`src/rtl/dqpsk_pkg.sv`:
```
// Shared definitions for the DQPSK modulator path: dibit type, mapper FSM
// state encoding and the axis sign convention, which the demodulator slicer
// uses as well.
package dqpsk_pkg;

  // One relative-code dibit per symbol, as produced by the differential encoder.
  typedef logic [1:0] dibit_t;

  // Mapper FSM state encoding.
  localparam logic [0:0] ST_IDLE = 1'b0;
  localparam logic [0:0] ST_RUN  = 1'b1;

  // Axis sign convention: a dibit bit of SIGN_NEG places the point on the
  // negative side of that axis. din[1] selects I, din[0] selects Q, giving
  // 00=(+,+), 10=(-,+), 11=(-,-), 01=(+,-), i.e. +90 degrees per step in the
  // order 00->10->11->01.
  localparam logic SIGN_POS = 1'b0;
  localparam logic SIGN_NEG = 1'b1;

  // True when the I component of the dibit is negative.
  function automatic logic i_is_neg(input dibit_t d);
    return d[1] == SIGN_NEG;
  endfunction

  // True when the Q component of the dibit is negative.
  function automatic logic q_is_neg(input dibit_t d);
    return d[0] == SIGN_NEG;
  endfunction

endpackage

```
`src/rtl/sym_phase_cnt.sv`:
```
// Sample-phase counter within a symbol: counts 0..OSR-1 on en and wraps,
// with a synchronous clear that has priority over counting.
module sym_phase_cnt #(
  parameter int OSR = 8,
  parameter int PW  = $clog2(OSR)
) (
  input  logic          clk,
  input  logic          rst,
  input  logic          en,
  input  logic          clr,
  output logic [PW-1:0] phase,
  output logic          at_zero
);

  localparam logic [PW-1:0] LAST = PW'(OSR - 1);

  // Modulo-OSR phase register; clear wins over enable.
  always_ff @(posedge clk or negedge rst) begin
    if (!rst) begin
      phase <= '0;
    end else if (clr) begin
      phase <= '0;
    end else if (en) begin
      phase <= (phase == LAST) ? '0 : phase + PW'(1);
    end
  end

  assign at_zero = (phase == '0);

endmodule

```
`src/rtl/dqpsk_iq_mapper.sv`:
```
// DQPSK I/Q mapper: buffers one dibit from the differential encoder, maps it
// to a signed constellation point and emits OSR samples per symbol on the
// sample clock-enable. An empty buffer at a symbol boundary in RUN raises a
// one-cycle underrun pulse and returns to IDLE, which emits (0,0).
//
// Build option: define ZERO_STUFF_EN to emit the point only on the first
// sample of each symbol and (0,0) on the remaining OSR-1 samples (impulse
// train for an interpolating FIR). Left undefined, the point is held for all
// OSR samples (rectangular NRZ).
//
// Handshake: a dibit transfers on a clk edge where din_valid && din_ready.
// din_ready is registered and equals "buffer empty"; once a dibit is taken
// din_ready drops on the next cycle and stays low until the FSM consumes the
// dibit. din_valid may be held high; it is only sampled together with
// din_ready, so nothing is taken twice.
module dqpsk_iq_mapper
  import dqpsk_pkg::*;
#(
  parameter int OSR   = 8,
  parameter int AMP_W = 8,
  parameter int AMP   = 100
) (
  input  logic                     clk,
  input  logic                     rst,
  input  logic                     samp_en,
  input  logic                     din_valid,
  input  dibit_t                   din,
  output logic                     din_ready,
  output logic signed [AMP_W-1:0]  i_out,
  output logic signed [AMP_W-1:0]  q_out,
  output logic                     dout_valid,
  output logic                     sym_start,
  output logic                     underrun,
  output logic [0:0]               dbg_state,
  output logic [$clog2(OSR)-1:0]   dbg_phase
);

  localparam int PW = $clog2(OSR);

  // Constellation levels; AMP is bounded so -AMP never reaches -2^(AMP_W-1).
  localparam logic signed [AMP_W-1:0] AMP_P = AMP_W'(AMP);
  localparam logic signed [AMP_W-1:0] AMP_N = -AMP_P;

  logic [0:0]          state;
  dibit_t              buf_q;
  dibit_t              sym_reg;
  logic                full;
  logic                accept;
  logic                take_sym;
  logic                go_idle;
  logic                cnt_en;
  logic                cnt_clr;
  logic [PW-1:0]       phase;
  logic                at_zero;

  logic signed [AMP_W-1:0] nxt_i;
  logic signed [AMP_W-1:0] nxt_q;
  logic                    nxt_ss;
  logic                    nxt_ur;

  // Axis level for a sign decision.
  function automatic logic signed [AMP_W-1:0] axis_level(input logic neg);
    return neg ? AMP_N : AMP_P;
  endfunction

  assign full   = ~din_ready;
  assign accept = din_valid & din_ready;

  // A new symbol is taken at phase 0 (always the case in IDLE) when a dibit
  // is buffered; an empty buffer at a RUN symbol boundary is an underrun.
  assign take_sym = samp_en & at_zero & full;
  assign go_idle  = samp_en & (state == ST_RUN) & at_zero & ~full;

  // Phase advances on every RUN sample and on the IDLE->RUN start sample.
  assign cnt_en  = samp_en & ((state == ST_RUN) | full);
  assign cnt_clr = go_idle;

  sym_phase_cnt #(
    .OSR (OSR),
    .PW  (PW)
  ) u_phase (
    .clk     (clk),
    .rst     (rst),
    .en      (cnt_en),
    .clr     (cnt_clr),
    .phase   (phase),
    .at_zero (at_zero)
  );

  // FSM: IDLE until a symbol is taken, RUN until a boundary finds no dibit.
  always_ff @(posedge clk or negedge rst) begin
    if (!rst) begin
      state <= ST_IDLE;
    end else if (take_sym) begin
      state <= ST_RUN;
    end else if (go_idle) begin
      state <= ST_IDLE;
    end
  end

  // One-entry input buffer; accept and consume never coincide because
  // accept needs an empty buffer and consume needs a full one.
  always_ff @(posedge clk or negedge rst) begin
    if (!rst) begin
      din_ready <= 1'b1;
      buf_q     <= '0;
    end else if (accept) begin
      din_ready <= 1'b0;
      buf_q     <= din;
    end else if (take_sym) begin
      din_ready <= 1'b1;
    end
  end

  // Current symbol, held for the remaining samples of the symbol.
  always_ff @(posedge clk or negedge rst) begin
    if (!rst) begin
      sym_reg <= '0;
    end else if (take_sym) begin
      sym_reg <= buf_q;
    end
  end

  // Sample selection for the upcoming samp_en cycle.
  always_comb begin
    nxt_i  = '0;
    nxt_q  = '0;
    nxt_ss = 1'b0;
    nxt_ur = 1'b0;
    if (take_sym) begin
      nxt_i  = axis_level(i_is_neg(buf_q));
      nxt_q  = axis_level(q_is_neg(buf_q));
      nxt_ss = 1'b1;
    end else if ((state == ST_RUN) && !at_zero) begin
`ifdef ZERO_STUFF_EN
      nxt_i = '0;
      nxt_q = '0;
`else
      nxt_i = axis_level(i_is_neg(sym_reg));
      nxt_q = axis_level(q_is_neg(sym_reg));
`endif
    end else if (go_idle) begin
      nxt_ur = 1'b1;
    end
  end

  // Registered outputs: strobes follow samp_en by one cycle, samples hold
  // their value between strobes.
  always_ff @(posedge clk or negedge rst) begin
    if (!rst) begin
      i_out      <= '0;
      q_out      <= '0;
      dout_valid <= 1'b0;
      sym_start  <= 1'b0;
      underrun   <= 1'b0;
    end else begin
      dout_valid <= samp_en;
      sym_start  <= samp_en & nxt_ss;
      underrun   <= samp_en & nxt_ur;
      if (samp_en) begin
        i_out <= nxt_i;
        q_out <= nxt_q;
      end
    end
  end

  assign dbg_state = state;
  assign dbg_phase = phase;

endmodule

```
`config.mk`:
```
export PLATFORM = sky130hd
export DESIGN_NAME = dqpsk_iq_mapper
export DESIGN_NICKNAME = d
export VERILOG_FILES = /design/src/rtl/dqpsk_pkg.sv /design/src/rtl/sym_phase_cnt.sv /design/src/rtl/dqpsk_iq_mapper.sv
export SDC_FILE = /design/constraint.sdc
export NUM_CORES = 1
export LEC_CHECK = 0
export BUFFER_PORTS_ARGS = -buffer_cell sky130_fd_sc_hd__buf_2
export CAP_MARGIN = 20
export CORE_MARGIN = 1
export CORE_UTILIZATION = 35
export DETAILED_ROUTE_END_ITERATION = 10
export GPL_ROUTABILITY_DRIVEN = 0
export SLEW_MARGIN = 20
export SYNTH_ARGS = -nofsm -noshare
export SYNTH_HDL_FRONTEND = slang
export SYNTH_SLANG_ARGS = --single-unit
```
`constraint.sdc`:
```
create_clock -name clk -period 1.3 [get_ports clk]
set_input_delay 0.13 -clock clk [delete_from_list [all_inputs] [get_ports clk]]
set_output_delay 0.13 -clock clk [all_outputs]
set_load 0.01 [all_outputs]
```
==> results by group <==
Outcome
  • Status: finished, final reports clean

Worst setup path
  • Worst setup startpoint: u_phase.phase[0]
  • Critical Path Sink Type: register
  • Critical path type: register to register
  • Worst Path Max Fanout: 4
  • Req. time, crit path: approximately 1500 ps
  • Worst setup SP type: register
  • Critical Path AT: between 1000 and 1500 ps
  • Reg2reg start: u_phase.phase[0]

Synth
  • Post-synthesis sequential area ratio: between 50% and 60%
  • Cells after synthesis: 76
  • Mean Syn Cell Area: 11.0 sq um
  • Main synth FF type: dfrtp_1
  • Seq cells post-synth: 17
  • Async SR Flop Fraction: 100%
  • Yosys Warn Count: 0
  • Synth cell types: 25
  • Number of flops mapped to enable cells by yosys: 0
  • Cell Area, Synth: roughly 840 sq um

Power and ir drop
  • Switching Share: between 30% and 40%
  • Psw: roughly 900 uW
  • Sequential share of power: between 30% and 40%
  • Total power: between 2000 and 2500 uW
  • Pint: approximately 1500 uW
  • PD cells: roughly 2300 nW/um^2
  • Clock share of power: a little under an eighth
  • Comb pwr share: between 40 and 50%
  • Leak: 0.000538 uW
  • Peak supply drop: about 1100 uV

STA
  • Fin. max-slew vios: 0
  • Final setup violation count: 0
  • RSZ-0062 raised after global routing: true
  • Fin Clk Skew: roughly 2.6 ps
  • Final Hold Vio Count: 0
  • Fmax: slightly below 800 MHz
  • Crit share post-route: 98.3%
  • Setup WS post-layout: ~22 ps
  • Final Critical Period: between 1000 and 1500 ps

Global routing
  • First-pass GRT wire length: about 2400 microns
  • Total Routing Usage GR: between 10 and 15%
  • Largest net degree at the start of global routing: 18
  • GRT overflow: 0
  • Initial antenna violation count: 0
  • Vias in the first global route: approximately 540

Detailed routing
  • Detail-routed via count per cell: 4.53
  • DR pass1 iterations: 2
  • Initial DRC Count: 2
  • Post-DR wirelength/cell: around 11 microns
  • Vias: about 590
  • DR DRC count: 0
  • Drt total wl: around 1400 microns
  • Post-route ant nets: 0

Floorplanning
  • Die width: between 50 and 60 microns
  • DIE AREA: ~2600 sq um
  • Rows: 17
  • Die height: roughly 51 microns
  • Placeable Area: ~2200 sq um
  • Initial Utilization: between 30% and 40%
  • IO Pins: 30

CTS
  • TritonCTS clock tree: built
  • CTS HTree Levels: 1
  • Clk sinks: 17
  • Clock Latency Late Sink: between 200 and 300 ps
  • Root Driver: clkbuf_4
  • Inserted Clock Buffers: 3
  • CTS clock-pin slew for the worst setup and hold paths: about 100 ps
  • Clock Path Buffers: 2

Hold path
  • HP Start: din[1]
  • Hold Path Class: primary input to register

Cells and area
  • Most common cell after layout, fill and taps aside: buf_2
  • Share of post-route cells with drive strength above 1: 43.1%
  • Post-route insts no fill: between 100 and 150
  • Final nets: 112
  • Largest regs: i_out x3, u_phase.phase x3
  • Synthesis-to-finish area growth: 22.6%
  • Commonest non-fill, non-tap cells in the layout: 25 x buf_2, 16 x dfrtp_1, 6 x nand2_1, 6 x inv_1
  • Filler cells: around 230
  • Final antenna diode count: 0
  • Post-Layout Inst Area: just over 1000 sq um

Placement
  • Detailed Place HPWL: about 1100 microns
  • Port Buffers: 25
  • Dpl cell area: roughly 950 sq um
  • Place WS: -19.0 ps
  • Placed Cells: about 120

Flow run
  • # Max-Cap Violations: 0
[logic make-up after synthesis]
logic type | after synthesis | synth area share [%]
AO/OA/AOI/OAI | 13 | 11.1
adder cells (fa/ha/maj) | 3 | 4.48
buffers and inverters | 21 | 14.5
flip-flops | 17 | 51.0
multiplexers | 3 | 3.89
other | 1 | 0.448
AND/OR/NAND/NOR | 18 | 14.6
[stage by stage]
| stage | hold slack [ps] | utilization, % | TNS, ps |
|---|---|---|---|
| after floorplan | -166 | - | 0 |
| after global placement | 65.7 | 42.5 | 0 |
| after detailed placement | 66.9 | 42.5 | -27.0 |
| after CTS | 65.0 | 44.9 | -0.0976 |
| after global routing | 64.5 | 45.9 | -83.8 |
| final | 64.1 | 45.9 | 0 |
[cells in the mapped netlist, types with 2 or more instances]
| cell type | n | area (sq um) |
|---|---|---|
| dfrtp_1 | 16 | 400 |
| nand2b_1 | 3 | 18.8 |
| inv_1 | 8 | 30.0 |
| ha_1 | 3 | 37.5 |
| a221o_1 | 2 | 20.0 |
| o221ai_1 | 2 | 17.5 |
| mux2_2 | 2 | 22.5 |
| a21oi_1 | 2 | 10.0 |
| o21ai_0 | 4 | 20.0 |
| buf_4 | 11 | 82.6 |
| nand2_1 | 6 | 22.5 |
| nand3b_1 | 2 | 15.0 |
| nor2_1 | 3 | 11.3 |
[layout make-up]
| class | instances | area, sq um | area share [%] |
|---|---|---|---|
| clock buffers | 4 | 26.3 | 2.56 |
| inverters | 9 | 33.8 | 3.29 |
| multi-input cells | 41 | 325 | 31.7 |
| flip-flops and latches | 17 | 427 | 41.6 |
| well taps | 28 | 35.0 | 3.41 |
| repair buffers | 31 | 179 | 17.4 |
[metal layers]
metal,vias to the layer above,track usage (%),part of all wire (%),wire (microns)
met5,-,0,0,0
li1,293,-,-,-
met4,0,4.17,0.72,10
met3,2,2.68,4.2,58
met2,18,18.4,45,631
met1,276,17.5,50,693
[final timing paths]
path	cells after the start	end	slack, ps
worst max-delay path	5	q_out[6]	20
worst min-delay path	2	buf_q[1]	60
worst max register to register	5	q_out[6]	20
worst min register to register	1	i_out[2]	520
max in group asynchronous	2	din_ready	720
min in group asynchronous	2	sym_reg[0]	270
[power by group through the flow]
stage	clock, uW	combinational (uW)	sequential [uW]
4_1_cts	287	1110	926
5_1_grt	309	1290	967
3_3_place_gp	0	1080	921
2_1_floorplan	0	732	1000
3_5_place_dp	0	1070	936
6_report	286	1170	931
[critical path: stages (launching register included)]
cell and delay [ps]:
dfrtp_1 430, inv_2 100, ha_4 170, nand2b_4 60
nor2b_4 130, a221o_1 290
[repair_timing]
| action | 4_1_cts | 5_1_grt |
|---|---|---|
| cloned | 0 | 0 |
| endpoints found under the hold margin | 17 | 0 |
| pin swaps | 0 | 1 |
| hold buffers | 2 | 0 |
| resized for setup | 1 | 5 |
| setup endpoints to repair | 2 | 5 |
| setup buffers | 1 | 1 |
Power figures use the tool's default switching activity.
